`src/rtl/alu_operand_loader.sv`:
```
// -----------------------------------------------------------------------------
// alu_operand_loader
//
// Front end of the 8-bit ALU. The pin bus is too narrow to carry A, B and
// the operation select in one transfer, so this block loads them one at a
// time. Each load is triggered by a rising edge on the asynchronous 'load'
// pin. The block drives the registered operands into the combinational ALU
// and captures the ALU result into a held output register, together with a
// one-cycle completion pulse. If a partial A/B/op sequence stalls for longer
// than TIMEOUT enabled cycles, the block abandons it and sets a sticky error
// flag.
//
// Ports:
//   clk        system clock
//   rst_n      synchronous active-low reset
//   ena        design enable; while low, state, counter and registers hold
//   data_in    operand / op byte from the pins
//   load       asynchronous load strobe (active-high level)
//   op_a       registered operand A to the ALU
//   op_b       registered operand B to the ALU
//   op_sel     registered operation select to the ALU
//   alu_result combinational result returned by the ALU
//   result_out captured result, held until the next capture
//   done       one-cycle pulse when result_out updates
//   busy       high whenever the FSM is not in WAIT_A
//   err        sticky timeout flag, cleared by the next accepted A load
//   stage      current FSM state encoding (debug)
// -----------------------------------------------------------------------------
module alu_operand_loader #(
    parameter int SYNC_STAGES = 2,
    parameter int TIMEOUT     = 255,
    parameter int TO_W        = 8
) (
    input  logic       clk,
    input  logic       rst_n,
    input  logic       ena,
    input  logic [7:0] data_in,
    input  logic       load,
    output logic [7:0] op_a,
    output logic [7:0] op_b,
    output logic [1:0] op_sel,
    input  logic [7:0] alu_result,
    output logic [7:0] result_out,
    output logic       done,
    output logic       busy,
    output logic       err,
    output logic [1:0] stage
);

    localparam logic [1:0] WAIT_A  = 2'd0;
    localparam logic [1:0] WAIT_B  = 2'd1;
    localparam logic [1:0] WAIT_OP = 2'd2;
    localparam logic [1:0] EXEC    = 2'd3;

    localparam logic [TO_W-1:0] TMO_LIMIT = TO_W'(TIMEOUT);
    localparam logic [TO_W-1:0] TMO_ONE   = {{(TO_W-1){1'b0}}, 1'b1};
    localparam logic [TO_W-1:0] TMO_ZERO  = {TO_W{1'b0}};

    // Strobe synchroniser and edge detector
    logic [SYNC_STAGES-1:0] sync_r;
    logic                   prev_r;
    logic                   ld_pulse_s;

    // FSM, timeout counter and sticky error
    logic [1:0]      state_r;
    logic [1:0]      state_nxt_s;
    logic [TO_W-1:0] tmo_r;
    logic [TO_W-1:0] tmo_nxt_s;
    logic            err_r;
    logic            err_nxt_s;

    // Register load enables decoded from the FSM
    logic load_a_s;
    logic load_b_s;
    logic load_op_s;
    logic exec_s;

    // Operand and result registers
    logic [7:0] op_a_r;
    logic [7:0] op_b_r;
    logic [1:0] op_sel_r;
    logic [7:0] result_hold_r;
    logic       result_pend_r;
    logic [7:0] result_out_r;
    logic       done_r;

    // Rising edge of the synchronised strobe: one pulse per load assertion
    assign ld_pulse_s = sync_r[SYNC_STAGES-1] & ~prev_r;

    // Synchroniser and edge flop run independently of ena
    always_ff @(posedge clk) begin
        if (!rst_n) begin
            sync_r <= {SYNC_STAGES{1'b0}};
            prev_r <= 1'b0;
        end else begin
            sync_r <= {sync_r[SYNC_STAGES-2:0], load};
            prev_r <= sync_r[SYNC_STAGES-1];
        end
    end

    // Next-state, timeout and load-enable decode
    always_comb begin
        state_nxt_s = state_r;
        tmo_nxt_s   = tmo_r;
        err_nxt_s   = err_r;
        load_a_s    = 1'b0;
        load_b_s    = 1'b0;
        load_op_s   = 1'b0;
        exec_s      = 1'b0;
        if (ena) begin
            case (state_r)
                WAIT_A: begin
                    // No timeout while idle; counter held at zero
                    tmo_nxt_s = TMO_ZERO;
                    if (ld_pulse_s) begin
                        load_a_s    = 1'b1;
                        err_nxt_s   = 1'b0;
                        state_nxt_s = WAIT_B;
                    end else begin
                        state_nxt_s = WAIT_A;
                    end
                end
                WAIT_B, WAIT_OP: begin
                    // A strobe that coincides with the timeout wins
                    if (ld_pulse_s) begin
                        tmo_nxt_s = TMO_ZERO;
                        if (state_r == WAIT_B) begin
                            load_b_s    = 1'b1;
                            state_nxt_s = WAIT_OP;
                        end else begin
                            load_op_s   = 1'b1;
                            state_nxt_s = EXEC;
                        end
                    end else if (tmo_r == TMO_LIMIT) begin
                        // Abort the partial sequence; operands are kept
                        tmo_nxt_s   = TMO_ZERO;
                        err_nxt_s   = 1'b1;
                        state_nxt_s = WAIT_A;
                    end else begin
                        tmo_nxt_s   = tmo_r + TMO_ONE;
                        state_nxt_s = state_r;
                    end
                end
                EXEC: begin
                    // Single-cycle state; any strobe here is dropped
                    exec_s      = 1'b1;
                    tmo_nxt_s   = TMO_ZERO;
                    state_nxt_s = WAIT_A;
                end
                default: begin
                    tmo_nxt_s   = TMO_ZERO;
                    state_nxt_s = WAIT_A;
                end
            endcase
        end else begin
            state_nxt_s = state_r;
            tmo_nxt_s   = tmo_r;
            err_nxt_s   = err_r;
        end
    end

    // State, timeout counter and error flag registers
    always_ff @(posedge clk) begin
        if (!rst_n) begin
            state_r <= WAIT_A;
            tmo_r   <= TMO_ZERO;
            err_r   <= 1'b0;
        end else begin
            state_r <= state_nxt_s;
            tmo_r   <= tmo_nxt_s;
            err_r   <= err_nxt_s;
        end
    end

    // Operand registers; they hold after EXEC so the ALU output stays stable
    always_ff @(posedge clk) begin
        if (!rst_n) begin
            op_a_r   <= 8'h00;
            op_b_r   <= 8'h00;
            op_sel_r <= 2'b00;
        end else begin
            if (load_a_s) begin
                op_a_r <= data_in;
            end else begin
                op_a_r <= op_a_r;
            end
            if (load_b_s) begin
                op_b_r <= data_in;
            end else begin
                op_b_r <= op_b_r;
            end
            if (load_op_s) begin
                op_sel_r <= data_in[1:0];
            end else begin
                op_sel_r <= op_sel_r;
            end
        end
    end

    // Result capture: the ALU value is sampled in EXEC and presented one
    // cycle later, so result_out and done move two edges after the op load.
    // A reset during EXEC clears the pending capture, so no done follows.
    always_ff @(posedge clk) begin
        if (!rst_n) begin
            result_hold_r <= 8'h00;
            result_pend_r <= 1'b0;
            result_out_r  <= 8'h00;
            done_r        <= 1'b0;
        end else if (ena) begin
            done_r <= result_pend_r;
            if (result_pend_r) begin
                result_out_r <= result_hold_r;
            end else begin
                result_out_r <= result_out_r;
            end
            if (exec_s) begin
                result_hold_r <= alu_result;
                result_pend_r <= 1'b1;
            end else begin
                result_hold_r <= result_hold_r;
                result_pend_r <= 1'b0;
            end
        end else begin
            done_r        <= 1'b0;
            result_hold_r <= result_hold_r;
            result_pend_r <= result_pend_r;
            result_out_r  <= result_out_r;
        end
    end

    assign op_a       = op_a_r;
    assign op_b       = op_b_r;
    assign op_sel     = op_sel_r;
    assign result_out = result_out_r;
    assign done       = done_r;
    assign err        = err_r;
    assign stage      = state_r;
    assign busy       = (state_r != WAIT_A);

endmodule

```
`config.mk`:
```
export PLATFORM = sky130hd
export DESIGN_NAME = alu_operand_loader
export DESIGN_NICKNAME = d
export VERILOG_FILES = /design/src/rtl/alu_operand_loader.sv
export SDC_FILE = /design/constraint.sdc
export NUM_CORES = 1
export LEC_CHECK = 0
export BUFFER_PORTS_ARGS = -buffer_cell sky130_fd_sc_hd__buf_2
export CORE_MARGIN = 5
export CORE_UTILIZATION = 52
export CTS_CLUSTER_DIAMETER = 100
export DETAILED_ROUTE_END_ITERATION = 8
export PLACE_DENSITY = 0.75
export RECOVER_POWER = 100
export SLEW_MARGIN = 20
export SYNTH_ARGS = -nofsm -noshare
export SYNTH_HDL_FRONTEND = slang
export SYNTH_SLANG_ARGS = --single-unit
```
`constraint.sdc`:
```
create_clock -name clk -period 1.7 [get_ports clk]
set_input_delay 0.34 -clock clk [delete_from_list [all_inputs] [get_ports clk]]
set_output_delay 0.34 -clock clk [all_outputs]
set_load 0.05 [all_outputs]
```
* After elaboration in Yosys (flattened, before gate mapping)
Index checks and enable logic that the tools add are counted.
** Cells by class
- $add $sub $neg :: 1
- Equality and inequality tests :: 8
- Muxes and demuxes :: 26
- Bitwise operators :: 2
- Reduce and logical (&&, ||, !) cells :: 10
** Operators with widths (count)
- two-way mux 1 bit :: 19
- two-way mux 8 bit :: 2
- case mux 8 bit (2 select lines) :: 1
- adder 8 x 1 -> 8 bit (second input constant) :: 1
- equality test 8 bit (second input constant) :: 1
- AND reduction 2 bit :: 4
- inequality test 2 bit (second input constant) :: 3
- case mux 2 bit (3 select lines) :: 1
- AND reduction 5 bit :: 1
- equality test 2 bit (second input constant) :: 2
- two-way mux 2 bit :: 2
- nonzero test 2 bit :: 2
- OR reduction 2 bit :: 2
- inequality test 3 bit (second input constant) :: 1
- equality test 2 x 1 -> 1 bit (second input constant) :: 1
- zero test 2 bit :: 1
- case mux 1 bit (2 select lines) :: 1
- bitwise AND 1 bit :: 1
- inverter 1 bit :: 1
** Storage, ports and cells
- Register bits :: 50
- Input bits :: 20
- Output and inout bits :: 31
- Word-level logic and storage cells :: 59

* Depth between registers and ports, before layout
- Depth in word-level cells :: 5
- Depth in mapped cells :: 6
- Mapped depth without buffers :: 6

* Worst setup path after synthesis
Ideal clock, no wire load.
- Path type :: reg2reg
- Start :: register state_r[1], in the netlist stage[1]
- End :: register state_r[1], in the netlist stage[1]
- Library setup time :: 92 ps
- Arrival time :: 1730 ps
- Data required time :: 1608 ps
- Path slack :: -123 ps
- Cell stages (with the launch flop) :: 7
- Buffers on the path :: 0
- Path through :: dfxtp_1 inv_1 ha_1 inv_1 o21ai_2 nand2_2 o32ai_1
** On the way
- Word-level cells in the longest chain between the ends :: 4
** Ends and longest elaborated chain
- from (decl) :: line 65 : logic [1:0] state_r;
- from (signal assigned) :: line 169 : state_r <= state_nxt_s;
- equality test 2 x 1 -> 1 bit or equality test 2 bit (tied branches) :: line 111 : case (state_r)
- OR reduction 2 bit :: line 111
- inequality test 3 bit (no source line)
- AND reduction 2 bit (no source line)
Several ways; a longest one is shown, not always the timed one.
A chain may end at the register's enable or synchronous reset.

* Worst setup path after layout
- Start :: register state_r[0], in the netlist stage[0]
- End :: output port busy
** On the way
- Word-level cells in the longest chain between the ends :: 1
** Ends and longest elaborated chain
- nonzero test 2 bit :: line 238 : assign busy = (state_r != WAIT_A);
- to (decl) :: line 45 : output logic busy,
No other way between the ends.

==> summary.md <==
| Metric | Value |
|---|---|
| Row cnt | `22` |
| Postcts setup bufs | `0` |
| Die width | `72.6 µm` |
| RSZ-0062 raised after global routing | `no` |
| Fin util | `0.636` |
| Worst Hold Class | `input port to flip-flop` |
| Routed wire length per instance | `13.1 µm` |
| Initial antenna violation count | `0` |
| Die area | `5280 µm²` |
| CP Data Required Time | `1.36 ns` |
| VDD IR max | `0.512 mV` |
| Grt ovf | `0` |
| Area of the multi-input gates | `952 µm²` |
| Avg Cell Area, Syn | `9.32 µm²` |
| # hold bufs at CTS | `0` |
| Clock skew | `0.0102 ns` |
| Dpl cells | `309` |
| Finished Layout Cells | `317` |
| Syn Nets | `243` |
| Die Y | `72.6 µm` |
| FMAX | `0.607 GHz` |
| Clk Latency, worst-skew pair | `0.31 ns` |
| Critical-path maximum fanout | `5` |
| Fin Hold WS | `0.247 ns` |
| Synth-to-layout area growth | `16.7%` |
| Post-synth cell types | `34` |
| Starting density of the core | `0.545` |
| Core ar. | `3740 µm²` |
| Resized cells post-CTS | `0` |
| Worst Setup End Kind | `output port` |
| H-tree Lvls | `2` |
| Largest net degree at the start of global routing | `29` |
| CP Launch Type | `flip-flop` |
| Routed Antenna Nets | `0` |
| Cell count after synthesis | `219` |
| RD Place Congestion | `0.891` |
| Max-Cap Viols | `0` |
| Worst slew pin tran | `0.948 ns` |
| CP dominant cell by count | `inv_1` |
| Final Hold Fails | `0` |
| WS Path Type | `flip-flop to output port` |
| N_diodes | `0` |
| WP buf/inv | `3` |
| Pleak | `0.900 nW` |
| # setup viols final | `0` |
| Synth Register Bits | `50` |
| WP data arrival | `1.31 ns` |
| Num CTS Buffers | `5` |
| Post-Route WL | `4.15 mm` |
| Layout cells sized above 1 | `0.149` |
| Area after DPL | `2310 µm²` |
| Slew margin rel. | `0.368` |
| Total power | `2.12 mW` |
| Most common cell after layout, fill and taps aside | `dfxtp_1` |
| CP max-delay cell | `dfxtp_2` |
| Status | `complete, no violations` |
| Detailed placement HPWL | `2.94 mm` |
| Sequential Area | `1000 µm²` |
| TritonCTS clock tree | `built` |
| CP top delay family | `buffers and inverters` |
| Max Slew Vio Count | `0` |
| Fin area | `2380 µm²` |
| IO buf count | `50` |
| Final Net Count | `292` |
| Fill cell count | `360` |
| Clock root buffer | `clkbuf_8` |
| Vias in the first global route | `1549` |
| Setup ws final | `0.0515 ns` |
| DRT Pass-1 Iters | `4` |
| CTS clk-pin slew, worst paths | `0.09 ns` |
| Most frequent cells in the layout | `dfxtp_1, nand2_1, clkbuf_1, a21boi_0, buf_2` |
| # IOs | `51` |
| DRC | `0` |
| Post-synthesis sequential area ratio | `0.490` |
| Post-DR vias/cell | `5.16` |
| Ys Warns | `0` |
| Global-route wire length before repair | `7.00 mm` |
| CTS Buffer Depth | `2` |
| Drt first-iter violations | `79` |
| Max stage delay on crit path | `0.37 ns` |
| Total track usage | `0.168` |
| Via count | `1636` |
| Post-Syn Area | `2040 µm²` |
| Critical-path cell list | `inv_1 -> ha_1 -> inv_1 -> clkbuf_4` |
| Final period util | `0.970` |
| Clock sink total | `50` |
| PwrDens | `890 nW/µm²` |
| Setup TNS | `0 ns` |
| Tmin final | `1.65 ns` |
| Setup Slack @ Placement | `0.133 ns` |
-- metal layers --
metal | up-vias | GRT usage | wire, µm
li1 | 839 | - | -
met1 | 749 | 0.207 | 1910
met2 | 42 | 0.264 | 1860
met3 | 6 | 0.0689 | 309
met4 | 0 | 0.0574 | 60
met5 | - | 0 | 0
-- synth_stat cells --
master    count  area share
dfxtp_1      50        0.49
nand2_1      40       0.074
a21boi_0     17       0.063
nand3_1      17       0.042
mux2i_1      12       0.059
nor2b_1      11       0.034
a21boi_1      8       0.029
nor2_1        7       0.013
clkbuf_1      6       0.011
inv_1         5      0.0092
nand4_1       5       0.015
buf_4         4       0.015
ha_1          4       0.025
and2_1        3      0.0092
and3_1        3      0.0092
nor3_1        3      0.0074
xor2_1        3       0.013
a21oi_1       2      0.0049
nand2b_1      2      0.0061
o21ai_0       2      0.0049
xnor2_1       2      0.0086
a211oi_1      1      0.0037
a21o_1        1      0.0037
buf_2         1      0.0025
buf_6         1      0.0055
nand2_2       1      0.0031
nand3_2       1      0.0049
nand4_4       1       0.010
nor2_2        1      0.0031
nor3_2        1      0.0049
nor4_1        1      0.0031
o21ai_2       1      0.0043
o221a_2       1      0.0055
o32ai_1       1      0.0043
-- power by group --
part | leakage [nW] | total (mW) | switching, mW | internal (mW)
Combinational | 0.438 | 0.122 | 0.0765 | 0.0455
Clock | 0.0579 | 0.814 | 0.380 | 0.433
Sequential | 0.405 | 1.19 | 0.00574 | 1.18
-- sequential cells by signal, indices dropped and copies added (netlist names) --
| register | count |
|---|---|
| done | 1 |
| err | 1 |
| op_a | 8 |
| op_b | 8 |
| op_sel | 2 |
| prev_r | 1 |
| result_hold_r | 8 |
| result_out | 8 |
| result_pend_r | 1 |
| stage | 2 |
| sync_r | 2 |
| tmo_r | 8 |
-- area by class of cell --
cell class,count,share of cell area
sequential,50,0.421
multi-input combinational,152,0.400
timing repair buffer,54,0.100
clock buffer,5,0.0289
tap,48,0.0252
clock inverter,3,0.0168
inverter,5,0.00788
-- final timing paths --
check | depth (start not counted) | start | slack [ns] | end
worst max-delay path | 4 | stage[0]$_SDFFE_PN0P_ | 0.05 | busy
worst min-delay path | 2 | load | 0.25 | sync_r[0]$_SDFF_PN0_
worst max register to register | 6 | stage[1]$_SDFFE_PN0P_ | 0.14 | stage[1]$_SDFFE_PN0P_
worst min register to register | 1 | sync_r[0]$_SDFF_PN0_ | 0.45 | sync_r[1]$_SDFF_PN0_
-- cells by family (layout without fill, tap and decap cells) --
family | Yosys count | after routing | synth area share
fa+ha+maj | 4 | 4 | 0.0245
flops | 50 | 50 | 0.490
simple gates | 97 | 97 | 0.239
buf+inv | 17 | 67 | 0.0429
mux | 12 | 12 | 0.0589
xor+xnor | 5 | 5 | 0.0215
compound gates | 34 | 34 | 0.123
No activity file was read; power rests on OpenSTA's default activity.
